### src/rtl/onewire_pkg.sv
// Shared 1-Wire frame constants, FSM state type and the serial Dallas CRC-8 step.
package onewire_pkg;

    localparam int DATA_W      = 56;
    localparam int CRC_W       = 8;
    localparam int BIT_TIMEOUT = 2048;
    localparam logic [CRC_W-1:0] POLY_R = 8'h8C;

    localparam int FRAME_W = DATA_W + CRC_W;
    localparam int CNT_W   = $clog2(FRAME_W + 1);
    localparam int TMO_W   = $clog2(BIT_TIMEOUT + 1);
    localparam int IDX_W   = $clog2(DATA_W);

    typedef enum logic [1:0] {IDLE, DATA, CRC, DONE} state_t;

    // One LSB-first step of the reflected CRC; shared by RX check and TX generation.
    function automatic logic [CRC_W-1:0] crc8_step(input logic [CRC_W-1:0] crc_in,
                                                   input logic             bit_in);
        logic fb;
        fb = crc_in[0] ^ bit_in;
        crc8_step = (crc_in >> 1) ^ (fb ? POLY_R : '0);
    endfunction

endpackage

### src/rtl/onewire_crc8_serial.sv
// Bit-serial Dallas CRC-8 accumulator: clear has priority over en; result visible
// the cycle after each enabled bit. No flow control, one bit per enabled cycle.
module onewire_crc8_serial
    import onewire_pkg::*;
(
    input  logic             clk,
    input  logic             reset,
    input  logic             clear,
    input  logic             en,
    input  logic             data_bit,
    output logic [CRC_W-1:0] crc
);

    always_ff @(posedge clk or posedge reset) begin
        if (reset) begin
            crc <= '0;
        end else if (clear) begin
            crc <= '0;
        end else if (en) begin
            crc <= crc8_step(crc, data_bit);
        end
    end

endmodule

### src/rtl/onewire_rx_deframer.sv
// Assembles LSB-first slot bits into payload + CRC-8, flags CRC/abort/timeout errors;
// o_valid one cycle after the final CRC bit. No backpressure: outputs are a 1-cycle strobe.
module onewire_rx_deframer
    import onewire_pkg::*;
(
    input  logic              clk,
    input  logic              reset,
    input  logic              i_frame_start,
    input  logic              i_bit_valid,
    input  logic              i_bit,
    output logic [DATA_W-1:0] o_command,
    output logic              o_valid,
    output logic              o_error,
    output logic              o_busy
);

    localparam logic [CNT_W-1:0] LAST_DATA = CNT_W'(DATA_W - 1);
    localparam logic [CNT_W-1:0] LAST_BIT  = CNT_W'(FRAME_W - 1);
    localparam logic [TMO_W-1:0] TMO_LAST  = TMO_W'(BIT_TIMEOUT - 1);

    state_t            st, nxt;
    logic [CNT_W-1:0]  cnt;
    logic [TMO_W-1:0]  tmo;
    logic [DATA_W-1:0] shift;
    logic [CRC_W-1:0]  crc;
    logic              pend_start;

    logic in_frame;
    logic accept;
    logic start_now;
    logic done_ok;
    logic done_bad;

    assign in_frame = (st == DATA) || (st == CRC);

    always_comb begin
        nxt       = st;
        accept    = 1'b0;
        start_now = 1'b0;
        done_ok   = 1'b0;
        done_bad  = 1'b0;
        case (st)
            IDLE: begin
                if (i_frame_start) begin
                    nxt       = DATA;
                    start_now = 1'b1;
                end
            end
            DATA, CRC: begin
                // A new frame start aborts the current one; it is replayed from DONE.
                if (i_frame_start) begin
                    nxt      = DONE;
                    done_bad = 1'b1;
                end else if (i_bit_valid) begin
                    accept = 1'b1;
                    if (st == DATA && cnt == LAST_DATA) begin
                        nxt = CRC;
                    end else if (st == CRC && cnt == LAST_BIT) begin
                        nxt     = DONE;
                        done_ok = 1'b1;
                    end
                end else if (tmo == TMO_LAST) begin
                    nxt      = DONE;
                    done_bad = 1'b1;
                end
            end
            DONE: begin
                if (pend_start || i_frame_start) begin
                    nxt       = DATA;
                    start_now = 1'b1;
                end else begin
                    nxt = IDLE;
                end
            end
            default: nxt = IDLE;
        endcase
    end

    always_ff @(posedge clk or posedge reset) begin
        if (reset) begin
            st <= IDLE;
        end else begin
            st <= nxt;
        end
    end

    always_ff @(posedge clk or posedge reset) begin
        if (reset) begin
            cnt        <= '0;
            tmo        <= '0;
            shift      <= '0;
            pend_start <= 1'b0;
        end else begin
            if (start_now) begin
                cnt   <= '0;
                tmo   <= '0;
                shift <= '0;
            end else if (accept) begin
                if (st == DATA) begin
                    shift[cnt[IDX_W-1:0]] <= i_bit;
                end
                cnt <= cnt + 1'b1;
                tmo <= '0;
            end else if (in_frame) begin
                tmo <= tmo + 1'b1;
            end

            if (st == DONE) begin
                pend_start <= 1'b0;
            end else if (in_frame && i_frame_start) begin
                pend_start <= 1'b1;
            end
        end
    end

    // Results load on entry to DONE so they are already stable while o_valid is high.
    always_ff @(posedge clk or posedge reset) begin
        if (reset) begin
            o_command <= '0;
            o_error   <= 1'b0;
        end else if (done_ok) begin
            o_command <= shift;
            o_error   <= (crc8_step(crc, i_bit) != '0);
        end else if (done_bad) begin
            o_error <= 1'b1;
        end
    end

    onewire_crc8_serial u_crc (
        .clk      (clk),
        .reset    (reset),
        .clear    (i_frame_start || start_now),
        .en       (accept),
        .data_bit (i_bit),
        .crc      (crc)
    );

    assign o_valid = (st == DONE);
    assign o_busy  = in_frame;

endmodule

### config.mk
export PLATFORM = sky130hd
export DESIGN_NAME = onewire_rx_deframer
export DESIGN_NICKNAME = d
export VERILOG_FILES = /design/src/rtl/onewire_pkg.sv /design/src/rtl/onewire_crc8_serial.sv /design/src/rtl/onewire_rx_deframer.sv
export SDC_FILE = /design/constraint.sdc
export NUM_CORES = 1
export LEC_CHECK = 0
export CORE_MARGIN = 2
export CORE_UTILIZATION = 60
export DETAILED_ROUTE_END_ITERATION = 10
export PLACE_DENSITY = 0.84
export SYNTH_ARGS = -nofsm -noshare
export SYNTH_HDL_FRONTEND = slang
export SYNTH_HIERARCHICAL = 1
export SYNTH_SLANG_ARGS = --single-unit
### constraint.sdc
create_clock -name clk -period 11.9 [get_ports clk]
set_input_delay 3.57 -clock clk [delete_from_list [all_inputs] [get_ports clk]]
set_output_delay 3.57 -clock clk [all_outputs]
set_load 0.05 [all_outputs]
==> flow_summary.json <==
{
  "cts_tree": "built",
  "synth_top_cell_by_area": "dfrtp_1",
  "max_freq_ghz": 0.153,
  "antenna_found_initial": 0,
  "seq_area_frac_synth_pct": 54.4,
  "r2r_end": "o_command[50]",
  "synth.top_cells.by_count": "dfrtp_1, nand3_1, a21oi_1, o21ai_0",
  "drt-total-wl_um": 15800,
  "synth_most_common_cell": "dfrtp_1",
  "critPathCaptureType": "register",
  "final.setup_skew_ns": 0.00641,
  "cts.sinks": 143,
  "ios": 64,
  "htree_levels": 4,
  "path_delay_family": "simple AND/OR/NAND/NOR gates",
  "period_share_pct": 54.8,
  "drcViolationCount": 0,
  "grt_pass1_vias": 4891,
  "fp.dieW_um": 109,
  "grt_start_max_net_pins": 90,
  "drtIter0Drc": 570,
  "clk_latency_ns": 0.54,
  "root_buffer": "clkbuf_8",
  "worst_path_max_delay_cell": "nor3_4",
  "synthTopCellsByArea": "dfrtp_1, mux2_4, nand3_1",
  "power.total_mw": 1.34,
  "hold_violations": 0,
  "gp_congestion": 0.875,
  "n_fill_cell": 728,
  "dieArea_mm2": 0.0118,
  "rsz0062_at_grt": "no",
  "cp-start-kind": "input pin",
  "hold_class": "reg2reg",
  "r2r_slack_ns": 8.00,
  "gr-total-overflow": 0,
  "place_hpwl_um": 9590,
  "fp.dieH_um": 109,
  "critPathMaxStageDelay_ns": 0.99,
  "place_area_mm2": 0.00720,
  "hold_path.startpoint": "shift[2]",
  "leakagePower_nw": 3.41,
  "peakVddDrop_v": 0.000206,
  "worst_slew_pin_slew_ns": 1.41,
  "wire_per_inst_um": 20.0,
  "final.setup.tns_ns": 0,
  "synth_cells": 592,
  "post-route-min-period_ns": 6.52,
  "critPathBufInv": 2,
  "syn-num-nets": 604,
  "cts_resized": 0,
  "start_util_pct": 61.2,
  "num_rows": 38,
  "path_cells": "clkdlybuf4s50_1 > nand3b_1 > or3_4 > nor3_4 > buf_4 > mux2_2",
  "track_usage_pct": 28.2,
  "async_reset_ff_share_pct": 100,
  "fin_ws_ns": 5.38,
  "cp_data_required_time_ns": 12.32,
  "ys_ff_latch": 143,
  "place_inst": 758,
  "slew_headroom_pct": 5.52,
  "path_clk_slew_ns": 0.06,
  "yosysUniqueCellTypes": 56,
  "coreArea_mm2": 0.0107,
  "status": "finished, final reports clean",
  "cts-buffers-inserted": 17,
  "via_per_inst": 6.33,
  "drv_cap": 0,
  "worst-r2r-cell-count": 7,
  "dr.pass1.iters": 6,
  "r2r-start": "st[0]",
  "num_vias": 5000,
  "syn_avg_cell_area_um2": 11.1,
  "fin_hold_ws_ns": 0.495,
  "ant_nets": 0,
  "finalSetupViolCount": 0,
  "cp_max_fo": 32,
  "path_class": "in2reg",
  "power.density_mw_per_mm2": 171,
  "drv_slew": 0,
  "portBuffers": 63,
  "ctsHoldBuffers": 0,
  "layoutNonFillerInstCount": 790,
  "pre_cts_ws_ns": 4.81,
  "final_nets": 649,
  "antennaDiodeCount": 0,
  "hold-path-endpoint": "o_command[2]",
  "worstPathArrival_ns": 6.94,
  "final_area_mm2": 0.00783,
  "synth_top_area_share_pct": 54.4,
  "hold_path_depth": 1,
  "final_core_util_pct": 72.9,
  "areaGrowthSynthToFinish_pct": 19.1,
  "drive_above_1_share_pct": 15.7,
  "syn-cell-area_mm2": 0.00658,
  "synth_ff_type": "dfrtp_1",
  "clockBufferDepth": 2,
  "grt_pass1_wl_um": 25300,
  "post-cts-setup-buffer-count": 0,
  "yosys_warnings": 6,
  "synth_edf_count": 0
}
==> placed cells by master, fill, tap and decap left out, drive strengths merged, types with 7 or more instances in the layout <==
master         Yosys  routed
mux2i              7       7
o21ai             66      66
dfrtp            143     143
nand2             16      16
ha                 7       7
nand3             67      67
clkdlybuf4s50      0      62
clkbuf            29      24
mux2              57      57
inv               13      14
nor2              18      18
or3                8       8
nor3               8       8
a21oi             65      65
==> flip-flops by register name, indices dropped and copies added, names as in the netlist <==
signal,cells
cnt,7
o_command,56
o_error,1
pend_start,1
shift,56
st,2
tmo,12
u_crc/crc,8
==> area by class of cell <==
| cell class | count | area [um2] | share of cell area [%] |
|---|---|---|---|
| multi-input combinational | 396 | 2740 | 35.0 |
| clock buffer | 24 | 460 | 5.88 |
| tap | 140 | 175 | 2.24 |
| inverter | 13 | 51.3 | 0.655 |
| timing repair buffer | 66 | 648 | 8.27 |
| sequential | 143 | 3580 | 45.7 |
| clock inverter | 8 | 176 | 2.25 |
==> logic make-up (layout without fill, tap and decap cells) <==
family	after synthesis	count (layout)	share of synthesized area, %
buffers and inverters	53	111	4.05
flip-flops	143	143	54.4
AND/OR/NAND/NOR	167	167	14.4
adder cells (fa/ha/maj)	7	7	1.33
XOR/XNOR	9	9	1.20
AO/OA/AOI/OAI	149	149	12.2
multiplexers	64	64	12.5
==> report_power, final <==
| group | switching (mW) | internal, mW | total [mW] |
|---|---|---|---|
| sequential | 0.0265 | 0.506 | 0.532 |
| combinational | 0.165 | 0.0667 | 0.232 |
| clock | 0.200 | 0.375 | 0.575 |
==> per-layer routing <==
metal	global-route usage [%]	share of wire, %	vias up	wire [um]
met1	36.9	40	2457	6290
met3	6.10	8.3	55	1300
li1	-	-	2227	-
met4	11.9	3.6	0	565
met2	45.7	48	261	7620
met5	0	0	-	0
==> worst max-delay path by stage <==
stage,end,cells past startpoint,slack [ns],from
2_1_floorplan,cnt[0],1,4.72,reset
3_3_place_gp,o_command[31],6,4.99,i_frame_start
3_5_place_dp,o_command[50],6,4.81,i_frame_start
4_1_cts,o_command[50],6,5.37,i_frame_start
5_1_grt,o_command[50],6,5.16,i_frame_start
6_report,o_command[50],6,5.38,i_frame_start
Power figures use the tool's default switching activity.
